===== src/rtl/uart_rx_param.sv =====
// Parametrised UART receiver: synchronised input, false-start rejection,
// optional parity, 1-2 stop bits, valid/ready holding register with overrun.
module uart_rx_param #(
  parameter int CLKS_PER_BIT = 10416,
  parameter int DATA_BITS    = 8,
  parameter int PARITY       = 0,
  parameter int STOP_BITS    = 1
) (
  input  logic                 clk,
  input  logic                 i_rst,
  input  logic                 i_rx_data,
  input  logic                 i_ready,
  output logic                 o_valid,
  output logic [DATA_BITS-1:0] o_data,
  output logic                 o_parity_err,
  output logic                 o_frame_err,
  output logic                 o_overrun,
  output logic                 o_busy
);

  localparam int CW = $clog2(CLKS_PER_BIT);
  localparam int IW = $clog2(DATA_BITS + 1);
  localparam logic [CW-1:0] HALF_M1   = CW'(CLKS_PER_BIT / 2 - 1);
  localparam logic [CW-1:0] BIT_M1    = CW'(CLKS_PER_BIT - 1);
  localparam logic [IW-1:0] LAST_DATA = IW'(DATA_BITS - 1);
  localparam logic [IW-1:0] LAST_STOP = IW'(STOP_BITS - 1);

  typedef enum logic [2:0] {
    S_IDLE, S_START, S_DATA, S_PARITY, S_STOP, S_WAIT_HIGH
  } state_t;

  state_t               state;
  logic                 rx_meta;
  logic                 rx_s;
  logic [CW-1:0]        cnt;
  logic [IW-1:0]        idx;
  logic [DATA_BITS-1:0] shreg;
  logic                 perr;
  logic                 ferr;

  assign o_busy = (state != S_IDLE);

  always_ff @(posedge clk) begin
    if (i_rst) begin
      rx_meta      <= 1'b1;
      rx_s         <= 1'b1;
      state        <= S_IDLE;
      cnt          <= '0;
      idx          <= '0;
      shreg        <= '0;
      perr         <= 1'b0;
      ferr         <= 1'b0;
      o_valid      <= 1'b0;
      o_data       <= '0;
      o_parity_err <= 1'b0;
      o_frame_err  <= 1'b0;
      o_overrun    <= 1'b0;
    end else begin
      rx_meta   <= i_rx_data;
      rx_s      <= rx_meta;
      o_overrun <= 1'b0;
      // A consume on this edge may be overridden below by a same-edge delivery.
      if (o_valid && i_ready) o_valid <= 1'b0;

      case (state)
        S_IDLE: begin
          if (!rx_s) begin
            state <= S_START;
            cnt   <= '0;
          end
        end
        S_START: begin
          if (cnt == HALF_M1) begin
            cnt   <= '0;
            idx   <= '0;
            perr  <= 1'b0;
            ferr  <= 1'b0;
            state <= rx_s ? S_IDLE : S_DATA;
          end else begin
            cnt <= cnt + 1'b1;
          end
        end
        S_DATA: begin
          if (cnt == BIT_M1) begin
            cnt   <= '0;
            shreg <= {rx_s, shreg[DATA_BITS-1:1]};
            if (idx == LAST_DATA) begin
              idx   <= '0;
              state <= (PARITY != 0) ? S_PARITY : S_STOP;
            end else begin
              idx <= idx + 1'b1;
            end
          end else begin
            cnt <= cnt + 1'b1;
          end
        end
        S_PARITY: begin
          if (cnt == BIT_M1) begin
            cnt   <= '0;
            perr  <= (PARITY == 1) ? ~(^shreg ^ rx_s) : (^shreg ^ rx_s);
            state <= S_STOP;
          end else begin
            cnt <= cnt + 1'b1;
          end
        end
        S_STOP: begin
          if (cnt == BIT_M1) begin
            cnt <= '0;
            if (idx == LAST_STOP) begin
              // Delivery edge: the last stop sample folds straight into the flag.
              if (!o_valid || i_ready) begin
                o_valid      <= 1'b1;
                o_data       <= shreg;
                o_parity_err <= perr;
                o_frame_err  <= ferr | ~rx_s;
              end else begin
                o_overrun <= 1'b1;
              end
              idx   <= '0;
              state <= (ferr | ~rx_s) ? S_WAIT_HIGH : S_IDLE;
            end else begin
              ferr <= ferr | ~rx_s;
              idx  <= idx + 1'b1;
            end
          end else begin
            cnt <= cnt + 1'b1;
          end
        end
        S_WAIT_HIGH: begin
          if (rx_s) state <= S_IDLE;
        end
        default: state <= S_IDLE;
      endcase
    end
  end

endmodule


===== config.mk =====
export PLATFORM = sky130hd
export DESIGN_NAME = uart_rx_param
export DESIGN_NICKNAME = d
export VERILOG_FILES = /design/src/rtl/uart_rx_param.sv
export SDC_FILE = /design/constraint.sdc
export NUM_CORES = 1
export LEC_CHECK = 0
export CORE_UTILIZATION = 37
export CTS_CLUSTER_SIZE = 10
export DETAILED_ROUTE_END_ITERATION = 10
export PLACE_DENSITY = 0.65
export SLEW_MARGIN = 20
export SYNTH_ARGS = -nofsm -noshare
export SYNTH_HDL_FRONTEND = slang
export SYNTH_SLANG_ARGS = --single-unit

===== constraint.sdc =====
create_clock -name clk -period 2.6 [get_ports clk]
set_input_delay 0.78 -clock clk [delete_from_list [all_inputs] [get_ports clk]]
set_output_delay 0.78 -clock clk [all_outputs]
set_load 0.02 [all_outputs]

==> results of run 1 <==
kinds of logic (layout without fill, tap and decap cells):
group                      Yosys count  after routing
and+or+nand+nor                    115            115
xor gates and xnor gates            18             18
buffers and inverters               20             42
AOI/OAI and AO/OA                   33             33
DFF                                 45             45
muxes                               18             18
adders and majority gates            3              3
how the worst max path moves through the flow:
stage	start	end	slack, ns
finish	cnt[1]$_SDFFE_PP0P_	idx[3]$_SDFFE_PP0P_	0.12
global route	cnt[1]$_SDFFE_PP0P_	idx[3]$_SDFFE_PP0P_	-0.01
CTS	cnt[0]$_SDFFE_PP0P_	idx[3]$_SDFFE_PP0P_	0.08
detailed placement	cnt[0]$_SDFFE_PP0P_	idx[3]$_SDFFE_PP0P_	0.09
global placement	cnt[0]$_SDFFE_PP0P_	idx[3]$_SDFFE_PP0P_	0.15
floorplan	cnt[0]$_SDFFE_PP0P_	o_data[0]$_SDFFE_PP0P_	0.17
area by class of cell:
| cell class | instances | share of cell area |
|---|---|---|
| tap | 75 | 0.03548 |
| clock buffer | 5 | 0.02602 |
| timing repair buffer | 28 | 0.09461 |
| inverter | 6 | 0.008515 |
| clock inverter | 3 | 0.009934 |
| multi-input combinational | 187 | 0.4844 |
| sequential | 45 | 0.3411 |
metrics by stage:
stage / instance area (um^2) / util
final: 2645 / 0.4494
after global routing: 2645 / 0.4494
after CTS: 2633 / 0.4473
after detailed placement: 2537 / 0.4311
after global placement: 2537 / 0.4311
after floorplan: 2256 / -
flip-flops by register name, summed over array words and instances, names as in the netlist:
signal and flops:
cnt 14, o_data 8, shreg 8, idx 4, state 3, ferr 1
o_frame_err 1, o_overrun 1, o_parity_err 1, o_valid 1, perr 1, rx_meta 1
rx_s 1
where the power goes:
| group | internal (mW) | switching, mW | leakage (nW) |
|---|---|---|---|
| Clock | 0.200 | 0.275 | 0.0495 |
| Sequential | 0.701 | 0.0103 | 0.363 |
| Combinational | 0.0737 | 0.101 | 0.426 |
worst max-delay path, delay by kind of cell (launching register included):
kind                     cells  cell delay, ns
AO/OA/AOI/OAI                1            0.26
flip-flops                   1            0.38
AND/OR/NAND/NOR              3            1.36
buffers and inverters        1            0.18
adder cells (fa/ha/maj)      1            0.22
cells in the mapped netlist (all sizes together) (6+ instances only):
cell type and number:
dfxtp 45, nor2 36, mux2i 18, nand2 15, xnor2 12, a21oi 11
clkbuf 11, nor3 9, o21ai 8, inv 6, nand2b 6, nand3 6
nor4 6
per-layer routing:
metal	track usage	routed length [um]	vias to the layer above
met5	0	0	-
met4	0.07143	112	0
met3	0.03295	165	8
met2	0.2325	2033	32
met1	0.2184	2325	885
li1	-	-	928
repair_timing:
action | 4_1_cts | 5_1_grt
setup endpoints to repair | 0 | 28
gates resized for setup | 0 | 4
buffers inserted | 0 | 0
==> impl_metrics.ini, run 1 <==
[outcome]
status = completed

[final_layout]
n_antenna_cell = 0
fill_cells = 575
nets = 280
layout_common_cells = dfxtp_1, nor2_1, mux2i_1
seqCellArea_um2 = 902.1
multi_input_area_mm2 = 0.001281
drive_gt1_frac = 0.1204
fin_cells = 349
mostFrequentLayoutCell = dfxtp_1
syn2layout_area_growth_pct = 17.25

[timing]
fmax_mhz = 403.0
finalHoldViolCount = 0
fin_ws_ns = 0.1185
slew_viol_final = 0
clock_skew_ns = 0.01576
setup_viol = 0
worstMarginPinSlew_ns = 0.4992
slew-limit-headroom = 0.6665
finalCriticalPeriod_ns = 2.482
tns_ns = 0
hold_ws_ns = 0.3995
fin_crit_sh = 0.9544

[min_path]
hold_path_class = reg -> reg
min_to = rx_s$_SDFF_PP1_
whs_path_depth = 1
hold_path_startpoint = rx_meta$_SDFF_PP1_

[cts]
clockRootBuffer = clkbuf_8
cts_buffers = 5
htreeDepth = 2
clock_latency_ns = 0.31
cts_hold_buf = 0
cts_buffer_depth = 2
clk_pin_slew_ns = 0.10
clock-sinks = 45
cts_tree = yes

[drt]
postRouteAntennaNets = 0
routed_wl_um = 4637
via_count = 1853
first_iter_violations = 94
viasPerCell = 5.309
wl_per_cell_um = 13.29
drcViolationCount = 0
drt_first_pass_iters = 4

[yosys]
ys_seq_elements = 45
async_reset_ff_frac = 0
syn_inst = 252
synth_top_area_frac = 0.3993
synth_edf_count = 0
syn_area_mm2 = 0.002256
synth_top_family_by_area = simple AND/OR/NAND/NOR gates
yosysSeqAreaShare = 0.3993
ys_types = 51
synth_top_area_cell = dfxtp_1
synth_compound_area_frac = 0.1021
synth-simple-area-share = 0.2884
synth_adder_area_share = 0.01664
netlist_top_cells_area = dfxtp_1, mux2i_1, nor2_1
synthXorXnorAreaFrac = 0.07598
synth_warnings = 0
avgSynthCellArea_um2 = 8.952
synthesis.nets = 259
synth-main-ff-cell = dfxtp_1
muxShareOfSynthArea = 0.07987

[global_route]
overflow = 0
grt_max_degree = 21
antenna_found_initial = 0
grt_pass1_wl_um = 7817
grt_pass1_vias = 1645
grt_usage = 0.1575

[worst_setup_path]
cp_max_fo = 6
cp_cell_sequence = ha_2 -> or3b_4 -> or4_1 -> buf_4 -> or3_1 -> o41ai_2
critical_path_arrival_ns = 2.70
reg2reg_slack_ns = 0.12
crit_path_max_incr_delay_ns = 0.56
path_class = reg -> reg
cp-start-kind = flip-flop
reg2reg_depth = 6
endpoint_kind = flip-flop
critPathSlowestCell = or4_1
crit_required_ns = 2.82
r2r-start = cnt[1]$_SDFFE_PP0P_
reg2reg_to = idx[3]$_SDFFE_PP0P_

[power]
p_leak_nw = 0.8389
ir_drop_mv = 0.3077
p_per_area_mw_per_mm2 = 514.8
power_mw = 1.362

[floorplan]
start_util = 0.3833
die_height_um = 80.09
die_w_um = 80.09
die_area_mm2 = 0.006414
core_area_mm2 = 0.005886
rows = 28
io_pins = 17

[place]
dp_hpwl_um = 3233
portBuffers = 16
place_ws_ns = 0.08725
dp_cells = 341
routabilityCongestion = 0.8016

[job]
maxCapViolCount = 0
Note: power is estimated with default switching activity, not from simulation.
==> run 2, diff against run 1 <==
--- a/config.mk
+++ b/config.mk
@@ -5,10 +5,13 @@
 export SDC_FILE = /design/constraint.sdc
 export NUM_CORES = 1
 export LEC_CHECK = 0
+export CORE_MARGIN = 3
 export CORE_UTILIZATION = 37
+export CTS_CLUSTER_DIAMETER = 30
 export CTS_CLUSTER_SIZE = 10
 export DETAILED_ROUTE_END_ITERATION = 10
 export PLACE_DENSITY = 0.65
+export RECOVER_POWER = 100
 export SLEW_MARGIN = 20
 export SYNTH_ARGS = -nofsm -noshare
 export SYNTH_HDL_FRONTEND = slang
==> run 2 against run 1 <==
Compared with the run above:
- sequential cell count is the same
- critical path type unchanged
- hold slack better by 0.017 ns
- non-clock buffer count down 2
- critical endpoint unchanged
- highest routed layer unchanged
- global-route usage shrank 1.9 points
- sequential share of layout area decreased by 0.24 points
- final cell count down 1.4%
- die area rose by 10%
- via count down 3.2%
- clock skew decreased by 0.012 ns
- clock power grew 32%
==> impl_metrics.ini, run 2 (synthesized netlist as in run 1, its figures left out) <==
[floorplan]
core_area_mm2 = 0.005709
start_util = 0.3951
die_w_um = 84.09
io_pins = 17
rows = 27
die_area_mm2 = 0.007070
die_height_um = 84.09

[final_layout]
largest_register_ffs = 14
final_cell_area_mm2 = 0.002668
fin_util = 0.4672
fin_cells = 344
mostFrequentLayoutCell = dfxtp_1
largest-register = cnt
largestRegisters = cnt x14, o_data x8, shreg x8
nets = 278
syn2layout_area_growth_pct = 18.25
n_antenna_cell = 0
layout_common_cells = dfxtp_1, nor2_1, mux2i_1
drive_gt1_frac = 0.1176

[worst_setup_path]
critPathTopFamily = simple AND/OR/NAND/NOR gates
critPathSlowestCell = or4_1
critPathBufInv = 1
cp-start-kind = flip-flop
path_class = reg -> reg
cp_max_fo = 6
r2r-start = cnt[0]$_SDFFE_PP0P_
startpoint = cnt[0]$_SDFFE_PP0P_
reg2reg_slack_ns = 0.13
reg2reg_to = idx[3]$_SDFFE_PP0P_
cp.depth = 6
cp-endpoint = idx[3]$_SDFFE_PP0P_
endpoint_kind = flip-flop
cp_cell_sequence = ha_2 -> or3b_4 -> or4_1 -> buf_4 -> or3_1 -> o41ai_2
reg2reg_depth = 6
crit_required_ns = 2.81
critical_path_arrival_ns = 2.68
crit_path_max_incr_delay_ns = 0.55

[drt]
wl_met2_um = 2029
drcViolationCount = 0
routed_wl_um = 4618
drt_first_pass_iters = 4
highest_layer = met4
postRouteAntennaNets = 0
viasPerCell = 5.212
wl_per_cell_um = 13.42
met1_length_um = 2351
via_count = 1793
met3WireLength_um = 157
first_iter_violations = 87

[timing]
clock_skew_ns = 0.004138
hold_ws_ns = 0.4164
tns_ns = 0
fin_crit_sh = 0.9508
fmax_mhz = 404.5
finalHoldViolCount = 0
fin_ws_ns = 0.1278
finalCriticalPeriod_ns = 2.472
worstMarginPinSlew_ns = 0.6393
slew_viol_final = 0
setup_viol = 0
slew-limit-headroom = 0.5693

[global_route]
grt_max_degree = 29
grt_usage = 0.1384
antenna_found_initial = 0
grt_pass1_wl_um = 8079
overflow = 0
grt_pass1_vias = 1722

[cts]
cts_tree = yes
clock_latency_ns = 0.30
clock-sinks = 45
htreeDepth = 2
cts_buffer_depth = 2
clk_pin_slew_ns = 0.09
cts_buffers = 5
clockRootBuffer = clkbuf_8
post_cts_buffers = 0

[place]
dp_cells = 336
place_ws_ns = 0.07362
routabilityCongestion = 0.8145
dp_hpwl_um = 3214
portBuffers = 16
place_area_mm2 = 0.002519

[job]
maxCapViolCount = 0

[power]
power_mw = 1.509
ir_drop_mv = 0.3546
p_leak_nw = 0.8916
p_per_area_mw_per_mm2 = 565.6

[outcome]
status = completed

[min_path]
hold_path_class = reg -> reg
==> run 2: cell count changes in the layout (fill, tap and decap cells not counted), sizes merged <==
cell / before / now
clkdlybuf4s50: 16 / 3
dlygate4sd3: 0 / 13
buf: 12 / 9
bufinv: 0 / 2
inv: 9 / 7
clkbuf: 5 / 6
==> run 2: how the worst min path moves through the flow <==
stage / cells after the start / slack, ns / to / from
CTS: 1 / 0.42 / rx_s$_SDFF_PP1_ / rx_meta$_SDFF_PP1_
global route: 1 / 0.46 / rx_s$_SDFF_PP1_ / rx_meta$_SDFF_PP1_
finish: 1 / 0.42 / rx_s$_SDFF_PP1_ / rx_meta$_SDFF_PP1_
floorplan: 1 / 0.39 / rx_s$_SDFF_PP1_ / rx_meta$_SDFF_PP1_
detailed placement: 1 / 0.40 / rx_s$_SDFF_PP1_ / rx_meta$_SDFF_PP1_
global placement: 1 / 0.39 / rx_s$_SDFF_PP1_ / rx_meta$_SDFF_PP1_
==> run 2: what timing repair did <==
action / CTS / global route
hold buffers: 0 / 0
setup endpoints to repair: 0 / 33
resized for setup: 0 / 5
==> run 2: worst register-to-register path, delay by kind of cell, from the launching register on <==
family	cells	cell delay, ns
AND/OR/NAND/NOR	3	1.35
flip-flops	1	0.37
adder cells (fa/ha/maj)	1	0.22
buffers and inverters	1	0.18
AO/OA/AOI/OAI	1	0.27
==> run 2: cell type report <==
class                           instances  area (um^2)
Clock buffer                            5        68.82
Clock inverter                          3        68.82
Fill cell                             541         3042
Inverter                                6        22.52
Multi-Input combinational cell        187         1281
Sequential cell                        45        903.4
Tap cell                               72        90.09
Timing Repair Buffer                   26        232.7
==> run 2: report_power, final <==
group	internal, mW	switching, mW
sequential	0.701	0.0140
combinational	0.0684	0.0965
clock	0.387	0.242
total	1.16	0.353
==> run 2: layer usage <==
| layer | vias up | GRT usage |
|---|---|---|
| met3 | 6 | 0.03455 |
| met2 | 26 | 0.2066 |
| li1 | 929 | - |
| met1 | 832 | 0.1903 |
| met5 | - | 0 |
| met4 | 0 | 0.05409 |
==> run 3, diff against run 2 <==
--- a/config.mk
+++ b/config.mk
@@ -7,7 +7,6 @@
 export LEC_CHECK = 0
 export CORE_MARGIN = 3
 export CORE_UTILIZATION = 37
-export CTS_CLUSTER_DIAMETER = 30
 export CTS_CLUSTER_SIZE = 10
 export DETAILED_ROUTE_END_ITERATION = 10
 export PLACE_DENSITY = 0.65
==> results of run 3 <==
Same layout as run 2: the final DEF is identical, and so are final timing and power.
